<file path="src/rtl/gen_w_sched.sv">
// +----------------------------------------------------------------------------+
// | gen_w_sched: SHA-2 message-schedule generator (SHA-224/256 and 384/512).  |
// | Loads one 16-word block, streams W[0..ROUNDS-1] over valid/ready.          |
// | Revision: 1.0                                                              |
// +----------------------------------------------------------------------------+
`default_nettype none

module gen_w_sched #(
  parameter int WORD_W = 32,
  parameter int ROUNDS = 64
) (
  input  logic                  clock,
  input  logic                  reset,
  input  logic                  blk_valid,
  output logic                  blk_ready,
  input  logic [16*WORD_W-1:0]  blk_data,
  input  logic                  abort,
  output logic                  w_valid,
  input  logic                  w_ready,
  output logic [WORD_W-1:0]     w_data,
  output logic [6:0]            w_idx,
  output logic                  w_last,
  output logic                  busy
);

  localparam logic [0:0] S_IDLE = 1'b0;
  localparam logic [0:0] S_RUN  = 1'b1;
  localparam logic [6:0] c_LAST_IDX = 7'(ROUNDS - 1);
  localparam bit c_LEGAL = ((WORD_W == 32) && (ROUNDS == 64)) ||
                           ((WORD_W == 64) && (ROUNDS == 80));

  logic [0:0]        r_state;
  logic [6:0]        r_idx;
  logic [WORD_W-1:0] r_win [16];

  logic              w_run;
  logic              w_load;
  logic              w_shift;
  logic              w_is_last;
  logic [WORD_W-1:0] w_s0;
  logic [WORD_W-1:0] w_s1;
  logic [WORD_W-1:0] w_wnew;

  function automatic logic [WORD_W-1:0] rotr(input logic [WORD_W-1:0] x, input int n);
    return (x >> n) | (x << (WORD_W - n));
  endfunction

  generate
    if (!c_LEGAL) begin : g_bad_params
      initial $error("gen_w_sched: illegal WORD_W=%0d / ROUNDS=%0d", WORD_W, ROUNDS);
    end
    if (WORD_W == 64) begin : g_sha512
      assign w_s0 = rotr(r_win[1], 1)   ^ rotr(r_win[1], 8)   ^ (r_win[1] >> 7);
      assign w_s1 = rotr(r_win[14], 19) ^ rotr(r_win[14], 61) ^ (r_win[14] >> 6);
    end else begin : g_sha256
      assign w_s0 = rotr(r_win[1], 7)   ^ rotr(r_win[1], 18)  ^ (r_win[1] >> 3);
      assign w_s1 = rotr(r_win[14], 17) ^ rotr(r_win[14], 19) ^ (r_win[14] >> 10);
    end
  endgenerate

  assign w_wnew    = w_s1 + r_win[9] + w_s0 + r_win[0];
  assign w_run     = (r_state == S_RUN);
  assign w_is_last = w_run && (r_idx == c_LAST_IDX);
  // abort and reset both suppress any load or shift in the same cycle
  assign w_load    = !reset && !abort && !w_run && blk_valid;
  assign w_shift   = !reset && !abort && w_run && w_ready;

  assign blk_ready = !w_run;
  assign w_valid   = w_run;
  assign busy      = w_run;
  assign w_data    = w_run ? r_win[0] : '0;
  assign w_idx     = r_idx;
  assign w_last    = w_is_last;

  always_ff @(posedge clock) begin
    if (reset) begin
      r_state <= S_IDLE;
      r_idx   <= 7'd0;
    end else if (abort) begin
      r_state <= S_IDLE;
      r_idx   <= 7'd0;
    end else if (w_load) begin
      r_state <= S_RUN;
      r_idx   <= 7'd0;
    end else if (w_shift) begin
      if (w_is_last) begin
        r_state <= S_IDLE;
        r_idx   <= 7'd0;
      end else begin
        r_idx   <= r_idx + 7'd1;
      end
    end
  end

  // Window carries no reset; it is fully reloaded before it is ever observed.
  always_ff @(posedge clock) begin
    if (w_load) begin
      for (int i = 0; i < 16; i++) r_win[i] <= blk_data[(16-i)*WORD_W-1 -: WORD_W];
    end else if (w_shift) begin
      for (int i = 0; i < 15; i++) r_win[i] <= r_win[i+1];
      r_win[15] <= w_wnew;
    end
  end

endmodule

`default_nettype wire

</file>
<file path="config.mk">
export PLATFORM = sky130hd
export DESIGN_NAME = gen_w_sched
export DESIGN_NICKNAME = d
export VERILOG_FILES = /design/src/rtl/gen_w_sched.sv
export SDC_FILE = /design/constraint.sdc
export NUM_CORES = 1
export LEC_CHECK = 0
export CAP_MARGIN = 40
export CORE_AREA = 2 2 189 331
export CTS_CLUSTER_SIZE = 28
export DETAILED_ROUTE_END_ITERATION = 10
export DIE_AREA = 0 0 191 333
export PLACE_DENSITY = 0.72
export SLEW_MARGIN = 5
export SYNTH_ARGS = -nofsm -noshare
export SYNTH_HDL_FRONTEND = slang
export SYNTH_SLANG_ARGS = --single-unit
</file>
<file path="constraint.sdc">
create_clock -name clock -period 16.1 [get_ports clock]
set_input_delay 3.22 -clock clock [delete_from_list [all_inputs] [get_ports clock]]
set_output_delay 3.22 -clock clock [all_outputs]
set_load 0.02 [all_outputs]
</file>
* Word-level counts from Yosys, hierarchy flattened *
Memories as Yosys holds them, arrays and structs flattened.
Index checks and enable logic that the tools add are counted.
W data, S select, Z words.

storage, ports and cells
  input port bits = 517
  bits in registers = 8
  memories = 1
  output and inout port bits = 43
  logic and storage cells = 72
  memory bits (writable) = 512

memories
  memory  words  width  rd ports  clocked after memory_dff  wr ports  RTL line  text
  r_win   16     32     16        0                         16        34        logic [WORD_W-1:0] r_win [16];

cells by class
  eq/ne operators = 1
  multiplexer cells = 26
  bitwise operators = 24
  reduce and logical (&&, ||, !) cells = 14
  $add $sub $neg = 4

operators by type and width
  cell                   count
  $mux W32               17
  $add A32 B32 Y32       3
  $xor A32 B32 Y32       2
  $or A13 B32 Y32        1
  $or A14 B32 Y32        1
  $or A15 B32 Y32        1
  $or A25 B32 Y32        1
  $xor A32 B22 Y32       1
  $xor A32 B29 Y32       1
  $or A1 B1 Y1           16
  $mux W1                8
  $add A7 B1 Y7 const B  1
  $eq A7 B6 Y1 const B   1
  $mux W7                1
  $logic_and A1 B1 Y1    6
  $reduce_bool A2 Y1     2
  $logic_not A1 Y1       3
  $reduce_or A3 Y1       1
  $reduce_and A2 Y1      1
  $reduce_or A2 Y1       1

* Logic depth before layout (Yosys ltp) *
Gate-level depths: netlist (run 1).

  word-level depth = 8
  depth in mapped cells = 16
  depth with buffers taken out = 16

* Worst setup path after synthesis (run 1) *
OpenSTA, ideal clock, no wires.

  path type = in2reg
  from = input abort
  to = memory r_win[0][0], enable pin
  library setup time = 3633 ps
  data arrival time = 12508 ps
  path slack = -41 ps
  buffers on the path = 3
  cell stages on the path = 6
  data required time = 12467 ps
  path through = nor2_1 nand3_1 clkbuf_1 clkbuf_1 clkbuf_1 nand2_1

RTL lines
  element          RTL line  text
  start, declared  17        input logic abort,
  end, declared    34

==> run_results.csv, run 1 <==
group,metric,value,unit
die,die_x,191,microns
die,core_area,0.06081,sq mm
power_and_ir_drop,p_sw_frac,0.3032,
power_and_ir_drop,p_per_area,112.6,mW/mm^2
finish,drive_above_1_share,0.03480,
cts,root_buffer,"clkbuf_16",
cts,cts_setup_buffers,0,
worst_setup_path,required,16.32,ns
finish,most-common-layout-cells,"1,495 x nand2_1, 559 x clkdlybuf4s50_1, 512 x edfxtp_1",
die,rows,120,
power_and_ir_drop,fin_total_pwr,0.003911,W
power_and_ir_drop,combPwrFrac,0.261,
worst_setup_path,start_kind,"primary input",
die,start_util,0.4377,
die,boundaryPins,560,
finish,syn2layout_area_growth,30.52,%
synthesis,ys_types,61,
power_and_ir_drop,power.net_switching,0.001186,W
cts,cts_tree,"built",
cts,path_clk_slew,0.07,ns
worst_setup_path,crit_fanout,94,
finish,final_cells,4130,
global_route,overflow,0,
sta,fin_crit_sh,0.4114,
placed_design,placed_cells,4034,
detailed_routing,antenna_left,0,
synthesis,synthCells,2794,
synthesis,synth-edff-count,512,
power_and_ir_drop,intPower,0.002725,W
placed_design,place_congestion,0.9980,
die,die_h,333,microns
synthesis,avgSynthCellArea,9.527,sq um
power_and_ir_drop,vdd_drop_max,0.1058,mV
global_route,grt_pass1_wl,135900,microns
power_and_ir_drop,p_leak,14.42,nW
cts,clk_path_buf_depth,3,
synthesis,yosys_most_used_dff,"edfxtp_1",
sta,finalHoldViolations,0,
synthesis,synth_area_leaders,"edfxtp_1 58%, nand2_1 21%, fa_1 4.7%, xnor2_1 3.9%, inv_1 2.0%",
sta,drv_slew,0,
finish,fillers,5427,
finish,stdcell_area,0.03474,sq mm
detailed_routing,drtPass1Iterations,5,
synthesis,ys_warn_count,0,
run,cap_viol_max_count,0,
synthesis,synth.yosys.seq_area_share,0.5836,
synthesis,syn_area,0.02662,sq mm
detailed_routing,drc,0,
sta,relSlewSlack,0.06640,
detailed_routing,wl_per_cell,23.47,microns
cts,htreeDepth,2,
sta,tightest_slew,1.400,ns
status,status,"finished, final reports clean",
sta,maxClockFrequency,151.0,MHz
detailed_routing,vias,21090,
global_route,antenna_found_initial,7,
cts,clk-insertion-delay-late,0.60,ns
synthesis,async_flop_share,0,
cts,ctsResizeCount,0,
placed_design,placed_area,0.03300,sq mm
finish,mostFrequentLayoutCell,"nand2_1",
sta,setup_tns,0,ns
placed_design,portBuffers,559,
worst_hold_path,hp-class,"register to register",
global_route,grt_max_degree,246,
synthesis,yosys_register_bits,520,
sta,skew,0.02045,ns
sta,rsz0062_at_grt,"no",
synthesis,netlist.area_leader.share,0.5776,
sta,min_period,6.624,ns
detailed_routing,drt-total-wl,96920,microns
cts,cts.hold.buffers_added,0,
global_route,groute.usage.overall,0.3001,
synthesis,synth_largest_area_cell,"edfxtp_1",
power_and_ir_drop,pwr-share-seq,0.418,
die,die_area,0.06360,sq mm
power_and_ir_drop,pwr-share-clk,0.322,
placed_design,hpwl,74130,microns
detailed_routing,viasPerCell,5.106,
detailed_routing,drt_iter0_markers,1800,
finish,num-nets-final,3903,
synthesis,synth_nets,3405,
worst_setup_path,cp.arrival,6.85,ns
global_route,grt_pass1_vias,20920,
sta,setup_viol,0,
worst_setup_path,critical_path_class,"primary input to register",
worst_setup_path,crit_path_end_kind,"register",
cts,cts_sinks,520,
cts,cts_buffers,49,
sequential cells by signal, indices dropped and copies added (netlist names):
| register | cells |
|---|---|
| r_win | 512 |
| busy | 1 |
| w_idx | 7 |
logic make-up (layout without fill, tap and decap cells):
kind of cell	count (synthesis)	count (layout)	synth area share
AOI/OAI and AO/OA	132	132	0.03126
xor gates and xnor gates	148	148	0.04870
adders and majority gates	94	94	0.06167
buffers and inverters	276	815	0.03991
DFF	520	520	0.5836
muxes	4	4	0.001551
other	0	4	0
and+or+nand+nor	1620	1620	0.2333
final timing paths:
path                                    start            end  slack (ns)  cells past startpoint
worst max-delay path                    abort   r_win[0][67]        9.48                      9
worst min-delay path                 w_idx[6]       w_idx[6]        0.48                      1
worst max register to register  r_win[1][211]  r_win[1][250]       11.43                     14
worst min register to register       w_idx[6]       w_idx[6]        0.48                      1
layout make-up:
class                           count  area [sq um]  share of cell area
Inverter                          145         544.3             0.01567
Multi-Input combinational cell   1998         10070              0.2898
Antenna cell                        4         10.01           0.0002881
Clock buffer                       55          1249             0.03594
Timing Repair Buffer              578          5866              0.1688
Sequential cell                   520         15530              0.4471
Tap cell                          793         992.2             0.02856
Clock inverter                     37         479.2             0.01379
stage by stage:
stage | utilization | hold slack (ns) | setup slack [ns]
floorplan | - | 0.4836 | 5.173
global placement | 0.5405 | 0.4579 | 8.017
detailed placement | 0.5428 | 0.4728 | 8.894
CTS | 0.5712 | 0.4825 | 9.543
global route | 0.5713 | 0.5040 | 9.307
finish | 0.5713 | 0.4811 | 9.476
cells in the mapped netlist, drive strengths merged (3+ instances only):
| cell type | count |
|---|---|
| nand2 | 1498 |
| nor3 | 5 |
| o31ai | 3 |
| ha | 32 |
| edfxtp | 512 |
| nand4 | 7 |
| a21o | 8 |
| nor2 | 71 |
| o21ai | 29 |
| xor2 | 28 |
| o21a | 5 |
| and3 | 7 |
| and2 | 7 |
| a211oi | 6 |
| fa | 62 |
| a31oi | 8 |
| buf | 18 |
| a21oi | 50 |
| inv | 145 |
| nor2b | 4 |
| clkbuf | 113 |
| or3 | 4 |
| xnor2 | 120 |
| mux2i | 3 |
| dfxtp | 8 |
| nand3 | 9 |
| o21bai | 3 |
power by group through the flow:
stage	combinational [W]	clock (W)	sequential, W
after floorplan	0.000601	0	0.00166
after global placement	0.000995	0	0.00166
after detailed placement	0.000995	0	0.00166
after CTS	0.00101	0.00128	0.00163
after global routing	0.00111	0.00133	0.00164
final	0.00102	0.00126	0.00163
critical path, cell delays in order:
cell and delay (ns):
clkdlybuf4s50_1 0.45, nor2_1 0.16, buf_4 0.22, nand3_4 0.40, buf_12 0.36, nand2_8 0.54, buf_4 0.29, buf_16 0.29
buf_4 0.73
routing by layer:
metal / share of wire / up-vias / wire length, microns / track usage
li1: - / 9962 / - / -
met1: 0.35 / 9910 / 34130 / 0.3370
met2: 0.51 / 1005 / 49220 / 0.5341
met3: 0.074 / 205 / 7191 / 0.04706
met4: 0.066 / 6 / 6348 / 0.1712
met5: 0.00034 / - / 33 / 0
Note: power is estimated with default switching activity, not from simulation.
==> inputs of run 2 (changes only) <==
PLACE_DENSITY = 0.69   (was 0.72)
clock period = 6.6 ns   (was 16.1 ns; I/O delays follow)
==> run_results.csv, run 2 (synthesis results as in run 1) <==
group,metric,value,unit
finish,regMostFlops,"r_win",
detailed_routing,drt-total-wl,102100,microns
sta,setup_tns,0,ns
cts,clk-insertion-delay-late,0.62,ns
finish,stdcell_area,0.03462,sq mm
finish,num-nets-final,3904,
die,die_h,333,microns
placed_design,portBuffers,559,
die,die_area,0.06360,sq mm
global_route,overflow,0,
global_route,groute.usage.overall,0.3178,
cts,cts.hold.buffers_added,0,
sta,maxClockFrequency,209.4,MHz
placed_design,hpwl,79630,microns
finish,drive_above_1_share,0.03093,
run,cap_viol_max_count,0,
worst_setup_path,rrSetupSlack,1.82,ns
sta,setup_viol,0,
cts,clk_path_buf_depth,3,
global_route,grt_pass1_wl,143700,microns
cts,cts_tree,"built",
worst_hold_path,min-delay-start,"w_idx[6]",
worst_setup_path,start_kind,"register",
sta,min_period,4.776,ns
power_and_ir_drop,fin_total_pwr,0.009440,W
power_and_ir_drop,vdd_drop_max,0.1957,mV
sta,drv_slew,0,
worst_hold_path,hp-class,"register to register",
finish,most-common-layout-cells,"1,495 x nand2_1, 559 x clkdlybuf4s50_1, 512 x edfxtp_1",
detailed_routing,wl_per_cell,24.69,microns
worst_setup_path,required,6.95,ns
worst_hold_path,min_path_cells,1,
placed_design,place_congestion,1.007,
cts,cts_sinks,520,
die,rows,120,
finish,largest_reg_flops,512,
worst_setup_path,r2r-start,"r_win[0][58]",
cts,htreeDepth,2,
finish,fillers,5402,
global_route,antenna_found_initial,16,
worst_setup_path,cp.arrival,5.12,ns
global_route,grt_max_degree,235,
cts,cts_setup_buffers,0,
cts,cts_buffers,48,
detailed_routing,antenna_left,0,
placed_design,placed_area,0.03303,sq mm
global_route,grt_pass1_vias,22280,
detailed_routing,vias,21580,
status,status,"finished, final reports clean",
die,start_util,0.4377,
sta,relSlewSlack,0.2579,
sta,tightest_slew,1.113,ns
detailed_routing,viasPerCell,5.218,
power_and_ir_drop,p_leak,14.35,nW
cts,ctsResizeCount,0,
sta,rsz0062_at_grt,"no",
sta,finalHoldViolations,0,
detailed_routing,drtPass1Iterations,8,
worst_setup_path,ff2ff_path_depth,14,
die,die_x,191,microns
finish,syn2layout_area_growth,30.05,%
detailed_routing,drc,0,
worst_setup_path,critical_path_class,"register to register",
die,core_area,0.06081,sq mm
power_and_ir_drop,p_per_area,272.7,mW/mm^2
sta,fin_crit_sh,0.7236,
die,boundaryPins,560,
cts,root_buffer,"clkbuf_16",
worst_setup_path,r2r_end,"r_win[1][254]",
worst_setup_path,crit_fanout,7,
worst_hold_path,min_to,"w_idx[6]",
finish,mostFrequentLayoutCell,"nand2_1",
cts,path_clk_slew,0.07,ns
worst_setup_path,crit_path_end_kind,"register",
detailed_routing,drt_iter0_markers,1817,
sta,skew,0.02883,ns
run 2: cell count changes in the layout (fill, tap and decap cells not counted), moves of 2 or more:
cell,delta
clkinv_2,-4
clkinv_8,+2
buf_12,+4
clkinv_4,-2
clkinv_1,+7
clkbuf_1,+3
inv_6,-2
diode_2,+9
clkinvlp_4,-3
buf_16,-2
bufinv_16,-5
run 2: layout make-up:
cell class / instances / area, sq um / area share
Multi-Input combinational cell: 1998 / 10070 / 0.2908
Clock buffer: 59 / 1274 / 0.03679
Timing Repair Buffer: 580 / 5893 / 0.1702
Antenna cell: 13 / 32.53 / 0.0009397
Clock inverter: 28 / 279.0 / 0.008060
Sequential cell: 520 / 15530 / 0.4488
Inverter: 145 / 544.3 / 0.01572
Tap cell: 793 / 992.2 / 0.02866
run 2: layer usage:
metal,vias up,wire [microns],part of all wire,track usage
met5,-,41,0.00040,0
met4,6,8620,0.084,0.2301
met3,282,8079,0.079,0.05540
met2,1124,50950,0.50,0.5521
met1,10200,34440,0.34,0.3446
li1,9968,-,-,-
run 2: worst max-delay path, cell delays in order (launching register included):
cell and delay (ns):
edfxtp_1 0.52, xnor2_1 0.33, xnor2_1 0.18, fa_1 0.52, inv_1 0.05, fa_1 0.48, inv_1 0.04, ha_1 0.58
a21oi_1 0.16, o21ai_0 0.69, a2111oi_0 0.23, nor2_1 0.38, a31oi_1 0.13, nand4b_1 0.14, o311ai_1 0.10
run 2: worst max-delay path by stage:
| stage | startpoint | endpoint | slack, ns | depth (start not counted) |
|---|---|---|---|---|
| floorplan | abort | r_win[0][0] | 0.35 | 6 |
| global placement | r_win[0][58] | r_win[1][254] | 1.93 | 14 |
| finish | r_win[0][58] | r_win[1][254] | 1.82 | 14 |
| detailed placement | r_win[0][58] | r_win[1][254] | 1.95 | 14 |
| global route | r_win[0][43] | r_win[1][254] | 1.82 | 14 |
| CTS | r_win[0][58] | r_win[1][254] | 1.92 | 14 |
run 2: metrics by stage:
step                      setup WS [ns]  hold WS (ns)  cells    util
after floorplan                  0.3494        0.4836   2794       -
after global placement            1.926        0.4635   4033  0.5420
after detailed placement          1.947        0.4872   4036  0.5432
after CTS                         1.923        0.4980   4123  0.5687
after global routing              1.817        0.5205   4131  0.5691
final                             1.824        0.4987   4136  0.5693
run 2: report_power, final:
part           internal, W  switching [W]
Clock              0.00154        0.00129
Combinational      0.00103        0.00160
Sequential         0.00388      0.0000927
